### src/rtl/debounce_pkg.sv
// Shared definitions for the button debouncer.
// State encodings and counter sizing helper.
package debounce_pkg;

    // Bit 1 of the encoding is the debounced level.
    typedef enum logic [1:0] {
        IDLE_LO = 2'b00,
        WAIT_HI = 2'b01,
        IDLE_HI = 2'b11,
        WAIT_LO = 2'b10
    } state_e;

    // Bits needed to hold 0..n-1 (at least one bit).
    function automatic int cnt_width(input int n);
        int w;
        w = 1;
        for (int i = 1; i < 31; i++) begin
            if ((1 << i) < n) begin
                w = i + 1;
            end
        end
        return w;
    endfunction

endpackage

### src/rtl/debounce_channel.sv
// One debounced button: synchronizer, stability FSM,
// run-length counter and registered edge/toggle outputs.
module debounce_channel
    import debounce_pkg::*;
#(
    parameter int STABLE_CYCLES = 1000000,
    parameter int SYNC_STAGES   = 2
) (
    input  logic clk,
    input  logic reset,
    input  logic btn_i,
    output logic level_o,
    output logic rise_o,
    output logic fall_o,
    output logic toggle_o
);

    localparam int CW = cnt_width(STABLE_CYCLES);
    localparam logic [CW-1:0] CNT_MAX = CW'(STABLE_CYCLES - 1);

    logic [SYNC_STAGES-1:0] sync_q;
    logic                   s;
    state_e                 state_q, state_d;
    logic [CW-1:0]          cnt_q, cnt_d;
    logic                   rise_q, rise_d;
    logic                   fall_q, fall_d;
    logic                   toggle_q, toggle_d;

    assign s = sync_q[SYNC_STAGES-1];

    // Shift the raw pin through the synchronizer chain.
    always_ff @(posedge clk or posedge reset) begin
        if (reset) begin
            sync_q <= '0;
        end else begin
            sync_q <= {sync_q[SYNC_STAGES-2:0], btn_i};
        end
    end

    // Register FSM state, counter and output pulses.
    always_ff @(posedge clk or posedge reset) begin
        if (reset) begin
            state_q  <= IDLE_LO;
            cnt_q    <= '0;
            rise_q   <= 1'b0;
            fall_q   <= 1'b0;
            toggle_q <= 1'b0;
        end else begin
            state_q  <= state_d;
            cnt_q    <= cnt_d;
            rise_q   <= rise_d;
            fall_q   <= fall_d;
            toggle_q <= toggle_d;
        end
    end

    // Next state: a level is accepted only after an unbroken run.
    always_comb begin
        state_d  = state_q;
        cnt_d    = cnt_q;
        rise_d   = 1'b0;
        fall_d   = 1'b0;
        toggle_d = toggle_q;
        unique case (state_q)
            IDLE_LO: begin
                if (s) begin
                    state_d = WAIT_HI;
                    cnt_d   = '0;
                end
            end
            WAIT_HI: begin
                if (!s) begin
                    state_d = IDLE_LO;
                    cnt_d   = '0;
                end else if (cnt_q == CNT_MAX) begin
                    state_d  = IDLE_HI;
                    cnt_d    = '0;
                    rise_d   = 1'b1;
                    toggle_d = ~toggle_q;
                end else begin
                    cnt_d = cnt_q + 1'b1;
                end
            end
            IDLE_HI: begin
                if (!s) begin
                    state_d = WAIT_LO;
                    cnt_d   = '0;
                end
            end
            WAIT_LO: begin
                if (s) begin
                    state_d = IDLE_HI;
                    cnt_d   = '0;
                end else if (cnt_q == CNT_MAX) begin
                    state_d = IDLE_LO;
                    cnt_d   = '0;
                    fall_d  = 1'b1;
                end else begin
                    cnt_d = cnt_q + 1'b1;
                end
            end
            default: begin
                state_d = IDLE_LO;
                cnt_d   = '0;
            end
        endcase
    end

    assign level_o  = state_q[1];
    assign rise_o   = rise_q;
    assign fall_o   = fall_q;
    assign toggle_o = toggle_q;

endmodule

### src/rtl/multi_btn_debounce.sv
// N_CH independent debounced buttons.
// Pure replication of debounce_channel.
module multi_btn_debounce
    import debounce_pkg::*;
#(
    parameter int N_CH          = 5,
    parameter int STABLE_CYCLES = 1000000,
    parameter int SYNC_STAGES   = 2
) (
    input  logic            clk,
    input  logic            reset,
    input  logic [N_CH-1:0] btn_in,
    output logic [N_CH-1:0] btn_level,
    output logic [N_CH-1:0] btn_rise,
    output logic [N_CH-1:0] btn_fall,
    output logic [N_CH-1:0] btn_toggle
);

    for (genvar i = 0; i < N_CH; i++) begin : g_ch
        debounce_channel #(
            .STABLE_CYCLES(STABLE_CYCLES),
            .SYNC_STAGES  (SYNC_STAGES)
        ) u_ch (
            .clk     (clk),
            .reset   (reset),
            .btn_i   (btn_in[i]),
            .level_o (btn_level[i]),
            .rise_o  (btn_rise[i]),
            .fall_o  (btn_fall[i]),
            .toggle_o(btn_toggle[i])
        );
    end

endmodule

### config.mk
export PLATFORM = sky130hd
export DESIGN_NAME = multi_btn_debounce
export DESIGN_NICKNAME = d
export VERILOG_FILES = /design/src/rtl/debounce_pkg.sv /design/src/rtl/debounce_channel.sv /design/src/rtl/multi_btn_debounce.sv
export SDC_FILE = /design/constraint.sdc
export NUM_CORES = 1
export LEC_CHECK = 0
export CELL_PAD_IN_SITES_DETAIL_PLACEMENT = 0
export CELL_PAD_IN_SITES_GLOBAL_PLACEMENT = 1
export CORE_ASPECT_RATIO = 1.2
export CORE_UTILIZATION = 52
export CTS_BUF_LIST = sky130_fd_sc_hd__clkbuf_4 sky130_fd_sc_hd__clkbuf_8 sky130_fd_sc_hd__clkbuf_16
export DETAILED_ROUTE_END_ITERATION = 8
export GPL_TIMING_DRIVEN = 0
export PLACE_DENSITY = 0.95
export SYNTH_ARGS = -nofsm -noshare
export SYNTH_HDL_FRONTEND = slang
export SYNTH_SLANG_ARGS = --single-unit
### constraint.sdc
create_clock -name clk -period 10.9 [get_ports clk]
set_input_delay 1.09 -clock clk [delete_from_list [all_inputs] [get_ports clk]]
set_output_delay 1.09 -clock clk [all_outputs]
set_load 0.03 [all_outputs]
==> results of run 1 <==
metrics by stage:
stage / util, % / cell area (um^2)
floorplan: - / 7290
finish: 60.5 / 8320
detailed placement: 56.7 / 7800
global placement: 56.4 / 7770
global route: 60.5 / 8320
CTS: 60.5 / 8320
routing by layer:
metal	vias to the layer above	part of all wire [%]
li1	2828	-
met4	0	1.6
met2	79	52
met1	2795	44
met3	19	2.5
met5	-	0
placed cells by master, fill, tap and decap left out, types with 3 or more instances in the layout:
cell type,netlist,layout
o22ai_1,3,3
nor3b_1,3,3
nand2_1,69,69
clkinv_2,0,8
a21oi_1,31,31
buf_4,20,20
and4_1,6,6
mux2i_1,12,12
nand3b_1,3,3
nand4_1,28,28
a41oi_1,5,5
a31oi_1,22,22
nor4b_1,4,4
and3_1,12,12
clkbuf_16,0,17
and2_1,7,7
clkdlybuf4s50_1,0,26
o21ai_0,33,33
o31ai_1,4,4
or2_2,5,5
inv_1,30,29
nand2b_1,7,7
nor2b_1,4,4
clkbuf_1,10,10
buf_2,11,11
nor4_1,10,10
a21o_1,3,3
o2bb2ai_1,3,3
nand3_1,44,44
nor2_1,90,90
xnor2_1,30,30
dfrtp_1,135,135
or4_1,6,6
xor2_1,25,25
mux2_2,7,7
or3_1,5,5
nor4bb_1,3,3
ha_1,25,25
nor3_1,25,25
power groups by stage:
stage	Sequential [W]	Combinational [W]	Clock, W
4_1_cts	0.000560	0.000483	0.000516
2_1_floorplan	0.000562	0.000359	0
5_1_grt	0.000565	0.000538	0.000539
3_5_place_dp	0.000569	0.000480	0
6_report	0.000561	0.000480	0.000506
3_3_place_gp	0.000566	0.000454	0
layout make-up:
class	instances	share of cell area [%]
buffer	43	3.19
clock buffer	21	5.62
clock inverter	10	0.676
inverter	30	1.41
multi-input combinational	566	42.5
sequential	135	40.6
tap	171	2.57
timing repair buffer	27	3.46
cells by family (layout without fill, tap and decap cells):
group,after synthesis,after routing,synth area share [%]
buf+inv,73,131,5.18
mux,19,19,2.73
simple gates,342,342,24.2
flops,135,135,46.3
fa+ha+maj,25,25,4.29
xor+xnor,55,55,6.60
compound gates,125,125,10.7
sequential cells by signal, summed over array words and instances (netlist names):
name / count
g_ch.u_ch.state_q: 10
g_ch.u_ch.fall_o: 5
g_ch.u_ch.sync_q: 10
g_ch.u_ch.toggle_o: 5
g_ch.u_ch.rise_o: 5
g_ch.u_ch.cnt_q: 100
worst register-to-register path, delay by kind of cell (launching register included):
family / cells / cell delay, ns
DFF: 1 / 0.44
AOI/OAI and AO/OA: 3 / 0.76
muxes: 1 / 0.48
buffers and inverters: 2 / 0.41
adders and majority gates: 1 / 0.26
and+or+nand+nor: 1 / 0.20
worst paths after layout:
kind                                              start                       to  cells after the start
worst max-delay path            g_ch[0].u_ch.state_q[1]             btn_level[0]                      2
worst max register to register  g_ch[0].u_ch.state_q[1]   g_ch[0].u_ch.cnt_q[15]                      8
worst min register to register   g_ch[2].u_ch.sync_q[0]   g_ch[2].u_ch.sync_q[1]                      0
worst min-delay path             g_ch[2].u_ch.sync_q[0]   g_ch[2].u_ch.sync_q[1]                      0
max in group asynchronous                         reset  g_ch[4].u_ch.state_q[1]                      3
min in group asynchronous                         reset   g_ch[3].u_ch.cnt_q[10]                      2
==> run_results.csv, run 1 <==
group,metric,value,unit
global_route,grt.met3_usage,4.25,%
timing,max_slew_margin,34.1,%
timing,fin_hold_ws,0.349,ns
worst_setup_path,max_stage_delay,0.66,ns
global_route,grt_pass1_wl,25.5,mm
timing,clock.fmax,362,MHz
clock_network,root_buffer,"clkbuf_16",
power,swShare,35.2,%
timing,rsz0062_at_grt,"no",
floorplanning,fp-row-count,47,
logic_synthesis,ys_types,61,
logic_synthesis,syn-cell-area,0.00729,mm^2
final_layout,seqCellArea,0.00338,mm^2
logic_synthesis,ys_ff_latch,135,
placed_design,place_ws,8.32,ns
global_route,grtUsageTotal,22.0,%
logic_synthesis,synth_top_flop_cell,"dfrtp_1",
logic_synthesis,yosys-top-cells-area,"dfrtp_1, nor2_1, ha_1",
detailed_routing,viasPerCell,5.70,
logic_synthesis,synthTopCellsByCount,"dfrtp_1, nor2_1, nand2_1",
logic_synthesis,ys_seq_area_share,46.3,%
logic_synthesis,yosys_warnings,0,
worst_setup_path,crit_required,9.81,ns
floorplanning,die_w,110,um
detailed_routing,ant_nets,0,
floorplanning,initial_core_util,53.0,%
timing,hold_violations,0,
logic_synthesis,synth_top_area_share,46.3,%
final_layout,syn_to_final_growth,14.1,%
clock_network,htreeDepth,4,
power,p_leak,3.52,nW
global_route,grtUsageMet2,37.7,%
clock_network,cts_tree,"built",
worst_setup_path,r2r_setup_slack,8.25,ns
clock_network,clkSinkCount,135,
logic_synthesis,synth_nets,806,
timing,clock_skew,0.00806,ns
power,total_power,0.00155,W
placed_design,gp_congestion,0.833,
clock_network,clkSlewWorstSetupHoldPaths,0.05,ns
clock_network,clk_path_buf_depth,2,
final_layout,nFillCells,1149,
detailed_routing,wl,14.7,mm
floorplanning,dieArea,0.0145,mm^2
worst_hold_path,hold_class,"reg2reg",
placed_design,place_hpwl,10.3,mm
global_route,antenna_found_initial,0,
worst_setup_path,cp.arrival,1.67,ns
detailed_routing,drt_iter0_drc,335,
job,maxCapViolCount,0,
global_route,top_usage_layer,"met2",
detailed_routing,firstDrtPassIters,4,
global_route,grt_start_max_net_pins,80,
worst_setup_path,cp-start-kind,"flip-flop",
final_layout,num-nets-final,852,
clock_network,cts_buffers,17,
clock_network,cts_resized,0,
power,powerDensity,186,mW/mm^2
worst_setup_path,crit_family,"buffers and inverters",
power,combPwrFrac,31.0,%
worst_setup_path,cp_max_fo,7,
logic_synthesis,synth-async-reset-ratio,100,%
logic_synthesis,synth_top_area_cell,"dfrtp_1",
detailed_routing,vias,5721,
global_route,use_met1,26.9,%
final_layout,final_cells,1003,
placed_design,port-buffer-count,26,
timing,timing.final.crit_share,25.4,%
detailed_routing,wl_per_cell,14.6,um
floorplanning,die_y,132,um
timing,min_period,2.76,ns
worst_setup_path,crit_buf_inv,2,
power,p_int,0.00100,W
power,seq_power_share,36.3,%
worst_setup_path,crit_path_cell_trace,"buf_4 > clkdlybuf4s50_1",
worst_setup_path,critPathSlowestCell,"clkdlybuf4s50_1",
global_route,grt.overflow.total,0,
timing,setup_viol,0,
final_layout,layout-drive-gt1-share,10.7,%
final_layout,multi_input_area,0.00354,mm^2
floorplanning,core_area,0.0138,mm^2
final_layout,antenna_cells,0,
timing,fin_ws,8.14,ns
timing,worst_pin_slew,0.981,ns
clock_network,clock_latency,0.42,ns
logic_synthesis,synth_cells,774,
logic_synthesis,yosysMostFrequentCell,"dfrtp_1",
timing,slew_violations,0,
clock_network,post-cts-setup-buffers,0,
status,status,"finished clean",
power,irDropWorstVdd,0.122,mV
logic_synthesis,avgSynthCellArea,9.42,um^2
worst_setup_path,critPathKind,"reg2out",
power,clkPwrFrac,32.7,%
logic_synthesis,synth_edf_count,0,
floorplanning,pin_count,27,
power,p_sw,0.000544,W
timing,tns,0,ns
worst_setup_path,cp-end-kind,"output port",
placed_design,dp_cells,972,
global_route,grt_pass1_vias,5717,
clock_network,hold_buffers,0,
detailed_routing,drcViolationCount,0,
(Power assumes the default switching activity.)
==> run 2: changes to the inputs <==
CORE_UTILIZATION = 43   (was 52)
PLACE_DENSITY = 0.86   (was 0.95)
clock period = 2.5 ns   (was 10.9 ns; I/O delays follow)
==> run_results.csv, run 2 (synthesized netlist as in run 1, its figures left out) <==
group,metric,value,unit
placed_design,port-buffer-count,26,
final_layout,mostFrequentLayoutCells,"dfrtp_1, nor2_1, nand2_1",
final_layout,nFillCells,1495,
worst_setup_path,reg2reg_depth,6,
final_layout,multi_input_area,0.00359,mm^2
floorplanning,core_area,0.0164,mm^2
detailed_routing,wl_per_cell,13.9,um
timing,setup_viol,0,
detailed_routing,vias,5662,
power,powerDensity,828,mW/mm^2
worst_setup_path,r2r_end,"g_ch[0].u_ch.cnt_q[5]",
worst_setup_path,crit_required,2.79,ns
floorplanning,die_y,145,um
worst_hold_path,hold_class,"in2async",
timing,clock_skew,0.00781,ns
clock_network,cts_tree,"built",
worst_setup_path,critPathKind,"reg2reg",
clock_network,clkSinkCount,135,
detailed_routing,firstDrtPassIters,5,
floorplanning,dieArea,0.0175,mm^2
clock_network,root_buffer,"clkbuf_16",
final_layout,num-nets-final,855,
power,irDropWorstVdd,0.501,mV
global_route,grtUsageTotal,17.7,%
clock_network,clock_latency,0.42,ns
timing,rsz0062_at_grt,"no",
timing,timing.final.crit_share,93.8,%
power,p_leak,3.56,nW
floorplanning,initial_core_util,44.5,%
worst_setup_path,r2r_setup_slack,0.16,ns
floorplanning,die_w,121,um
final_layout,seqCellArea,0.00338,mm^2
clock_network,cts_buffers,17,
final_layout,final_common_cell,"dfrtp_1",
global_route,grt.overflow.total,0,
timing,clock.fmax,426,MHz
detailed_routing,viasPerCell,5.41,
clock_network,hold_buffers,0,
detailed_routing,ant_nets,0,
timing,worst_pin_slew,0.929,ns
final_layout,largest_reg_flops,100,
floorplanning,fp-row-count,51,
worst_setup_path,cp-end-kind,"flip-flop",
timing,max_slew_margin,37.6,%
worst_setup_path,rr_startpoint,"g_ch[0].u_ch.cnt_q[11]",
final_layout,antenna_cells,0,
detailed_routing,wl,14.5,mm
worst_setup_path,cp-start-kind,"flip-flop",
global_route,grt_start_max_net_pins,36,
final_layout,syn_to_final_growth,17.3,%
worst_setup_path,cp_max_fo,10,
final_layout,largest_register,"g_ch.u_ch.cnt_q",
status,status,"finished clean",
placed_design,gp_congestion,0.767,
job,maxCapViolCount,0,
worst_setup_path,cp.arrival,2.64,ns
global_route,grt_pass1_wl,24.9,mm
timing,slew_violations,0,
timing,hold_violations,0,
clock_network,clk_path_buf_depth,2,
timing,fin_ws,0.155,ns
global_route,grt_pass1_vias,5392,
placed_design,place_ws,-0.000189,ns
clock_network,clkSlewWorstSetupHoldPaths,0.06,ns
floorplanning,pin_count,27,
placed_design,place_hpwl,9.84,mm
final_layout,layout-drive-gt1-share,11.5,%
detailed_routing,drt_iter0_drc,374,
timing,min_period,2.34,ns
final_layout,top_regs,"g_ch.u_ch.cnt_q x100, g_ch.u_ch.state_q x10, g_ch.u_ch.sync_q x10",
global_route,antenna_found_initial,0,
detailed_routing,drcViolationCount,0,
power,total_power,0.00708,W
clock_network,htreeDepth,4,
clock_network,post-cts-setup-buffers,0,
-- run 2: changes by cell type in the layout (fill, tap and decap cells not counted), moves of 2 or more --
cell / change
buf_12: +4
bufinv_16: +3
clkinv_2: -4
clkinvlp_4: +2
mux2i_1: -2
-- run 2: report_power, final --
group	switching, W	internal (W)	leakage (nW)
registers	0.000126	0.00232	1.84
clock network	0.000894	0.00164	0.294
logic	0.00135	0.000763	1.43
-- run 2: timing repair --
action,4_1_cts,5_1_grt
cloned,0,0
gates resized for setup,2,7
hold endpoints to repair,0,0
pin swaps,0,0
setup endpoints to repair,2,33
-- run 2: worst max-delay path by stage --
stage	startpoint	to	depth (start not counted)
5_1_grt	g_ch[0].u_ch.cnt_q[11]	g_ch[0].u_ch.cnt_q[5]	6
2_1_floorplan	g_ch[1].u_ch.state_q[0]	g_ch[1].u_ch.cnt_q[9]	6
3_3_place_gp	reset	g_ch[2].u_ch.state_q[1]	2
4_1_cts	g_ch[1].u_ch.state_q[0]	g_ch[1].u_ch.cnt_q[9]	7
3_5_place_dp	g_ch[1].u_ch.state_q[1]	g_ch[1].u_ch.cnt_q[9]	7
6_report	g_ch[0].u_ch.cnt_q[11]	g_ch[0].u_ch.cnt_q[5]	6
-- run 2: per-layer routing --
layer / up-vias / track usage, % / wire length, um
li1: 2824 / - / -
met1: 2744 / 22.7 / 6800
met2: 81 / 29.4 / 7140
met3: 13 / 3.88 / 422
met4: 0 / 6.37 / 132
met5: - / 0 / 0
-- run 2: cell type report --
| type | instances | share of cell area (%) |
|---|---|---|
| multi-input cells | 566 | 42.0 |
| inverters | 30 | 1.36 |
| repair buffers | 30 | 3.98 |
| well taps | 212 | 3.10 |
| clock inverters | 9 | 1.46 |
| plain buffers | 43 | 3.10 |
| clock buffers | 21 | 5.54 |
| flip-flops and latches | 135 | 39.5 |
-- run 2: worst max-delay path, stage by stage, from the launching register on --
cell and delay [ns]:
dfrtp_1 0.46, or4_4 0.55, nor4_4 0.38, a21oi_1 0.31
buf_2 0.28, a21oi_1 0.14, o22ai_1 0.10
-- run 2: metrics by stage --
| step | util [%] | area, um^2 | hold slack (ns) | instances | TNS, ns |
|---|---|---|---|---|---|
| after floorplan | - | 7300 | 0.281 | 774 | 0 |
| after global placement | 47.7 | 7820 | 0.336 | 1012 | -94.42 |
| after detailed placement | 48.2 | 7900 | 0.336 | 1016 | -0.000189 |
| after CTS | 51.9 | 8510 | 0.177 | 1046 | 0 |
| after global routing | 52.2 | 8560 | 0.219 | 1046 | 0 |
| final | 52.2 | 8560 | 0.177 | 1046 | 0 |
==> run 3: changes to the inputs <==
CTS_BUF_LIST = unset   (was sky130_fd_sc_hd__clkbuf_4 sky130_fd_sc_hd__clkbuf_8 sky130_fd_sc_hd__clkbuf_16)
MAX_ROUTING_LAYER = met4   (was unset)
==> run_results.csv, run 3 (synthesized netlist as in run 1, its figures left out) <==
group,metric,value,unit
worst_setup_path,cp.arrival,2.63,ns
floorplanning,initial_core_util,44.5,%
global_route,antenna_found_initial,0,
worst_setup_path,crit_required,2.79,ns
placed_design,dp_cells,1016,
floorplanning,die_w,121,um
global_route,grtUsageTotal,18.3,%
clock_network,htreeDepth,4,
global_route,grt_pass1_wl,24.9,mm
worst_setup_path,rr_startpoint,"g_ch[0].u_ch.cnt_q[11]",
timing,worst_pin_slew,0.919,ns
worst_hold_path,hold_class,"in2async",
final_layout,top_regs,"g_ch.u_ch.cnt_q x100, g_ch.u_ch.state_q x10, g_ch.u_ch.sync_q x10",
worst_setup_path,cp-end-kind,"flip-flop",
detailed_routing,wl,14.5,mm
detailed_routing,viasPerCell,5.42,
final_layout,num-nets-final,855,
worst_setup_path,reg2reg_depth,6,
worst_setup_path,r2r_end,"g_ch[0].u_ch.cnt_q[5]",
clock_network,cts_buffers,17,
clock_network,clkSinkCount,135,
worst_setup_path,critPathSlowestCell,"or4_4",
worst_setup_path,r2r_setup_slack,0.16,ns
floorplanning,core_area,0.0164,mm^2
floorplanning,pin_count,27,
floorplanning,die_y,145,um
clock_network,root_buffer,"clkbuf_16",
clock_network,hold_buffers,0,
worst_setup_path,cp_num_cells,6,
final_layout,nFillCells,1497,
timing,max_slew_margin,38.2,%
job,maxCapViolCount,0,
worst_setup_path,cp-start-kind,"flip-flop",
detailed_routing,ant_nets,0,
global_route,grt_start_max_net_pins,36,
timing,timing.final.crit_share,93.4,%
worst_setup_path,crit_path_cell_trace,"or4_4 > nor4_4 > a21oi_1 > buf_2 > a21oi_1 > o22ai_1",
final_layout,final_common_cell,"dfrtp_1",
detailed_routing,drt_iter0_drc,340,
final_layout,largest_reg_flops,100,
placed_design,gp_congestion,0.778,
detailed_routing,wl_per_cell,13.9,um
clock_network,clkSlewWorstSetupHoldPaths,0.06,ns
detailed_routing,drcViolationCount,0,
worst_setup_path,crit_top_cell,"a21oi_1",
final_layout,final_cells,1046,
final_layout,final_core_util,52.1,%
timing,clock_skew,0.00601,ns
power,powerDensity,828,mW/mm^2
placed_design,place_hpwl,9.84,mm
clock_network,post-cts-setup-buffers,0,
global_route,grt.overflow.total,0,
timing,rsz0062_at_grt,"no",
clock_network,cts_tree,"built",
timing,slew_violations,0,
clock_network,clock_latency,0.42,ns
worst_setup_path,crit_buf_inv,1,
final_layout,largest_register,"g_ch.u_ch.cnt_q",
detailed_routing,firstDrtPassIters,7,
status,status,"finished clean",
final_layout,layout-drive-gt1-share,11.3,%
floorplanning,dieArea,0.0175,mm^2
timing,min_period,2.34,ns
placed_design,port-buffer-count,26,
timing,clock.fmax,428,MHz
worst_setup_path,critPathKind,"reg2reg",
timing,hold_violations,0,
power,p_leak,3.56,nW
timing,setup_viol,0,
clock_network,clk_path_buf_depth,2,
final_layout,mostFrequentLayoutCells,"dfrtp_1, nor2_1, nand2_1",
worst_setup_path,max_stage_delay,0.55,ns
worst_setup_path,cp_max_fo,10,
detailed_routing,vias,5667,
power,irDropWorstVdd,0.507,mV
floorplanning,fp-row-count,51,
global_route,grt_pass1_vias,5394,
final_layout,syn_to_final_growth,17.2,%
worst_setup_path,crit_family,"simple AND/OR/NAND/NOR gates",
final_layout,antenna_cells,0,
[run 3: where the power goes]
part	leakage, nW	internal, W	total, W	switching [W]
registers	1.84	0.00232	0.00244	0.000127
clock network	0.291	0.00163	0.00252	0.000898
logic	1.43	0.000763	0.00212	0.00135
total	3.56	0.00471	0.00708	0.00238
[run 3: worst max-delay path by stage]
stage | to | startpoint
2_1_floorplan | g_ch[1].u_ch.cnt_q[9] | g_ch[1].u_ch.state_q[0]
6_report | g_ch[0].u_ch.cnt_q[5] | g_ch[0].u_ch.cnt_q[11]
3_3_place_gp | g_ch[2].u_ch.state_q[1] | reset
4_1_cts | g_ch[1].u_ch.cnt_q[9] | g_ch[1].u_ch.state_q[0]
5_1_grt | g_ch[0].u_ch.cnt_q[5] | g_ch[0].u_ch.cnt_q[11]
3_5_place_dp | g_ch[1].u_ch.cnt_q[9] | g_ch[1].u_ch.state_q[1]
[run 3: timing repair]
action,in CTS,in global routing
endpoints found under the setup margin,2,33
gates cloned,0,0
gates resized for setup,2,6
[run 3: layer usage]
layer / GRT usage, % / part of all wire, %
met4: 6.37 / 1.6
met2: 29.5 / 49
met3: 3.92 / 2.8
met1: 22.7 / 46
met5: - / 0
[run 3: final cells by class]
type | instances | area [um^2] | share of cell area, %
timing repair buffer | 30 | 340 | 3.98
clock inverter | 9 | 125 | 1.46
multi-input combinational | 566 | 3590 | 42.0
sequential | 135 | 3380 | 39.5
inverter | 30 | 116 | 1.36
buffer | 43 | 265 | 3.10
clock buffer | 21 | 470 | 5.50
tap | 212 | 265 | 3.10
[run 3: through the flow]
| step | area [um^2] | total power [W] | setup slack [ns] | hold WS, ns | TNS [ns] |
|---|---|---|---|---|---|
| after CTS | 8510 | 0.00712 | 0.135 | 0.178 | 0 |
| after floorplan | 7300 | 0.00402 | 0.434 | 0.281 | 0 |
| after global placement | 7820 | 0.00452 | -0.705 | 0.336 | -94.42 |
| after detailed placement | 7900 | 0.00455 | -0.000189 | 0.336 | -0.000189 |
| final | 8550 | 0.00708 | 0.164 | 0.174 | 0 |
| after global routing | 8550 | 0.00754 | 0.00686 | 0.219 | 0 |
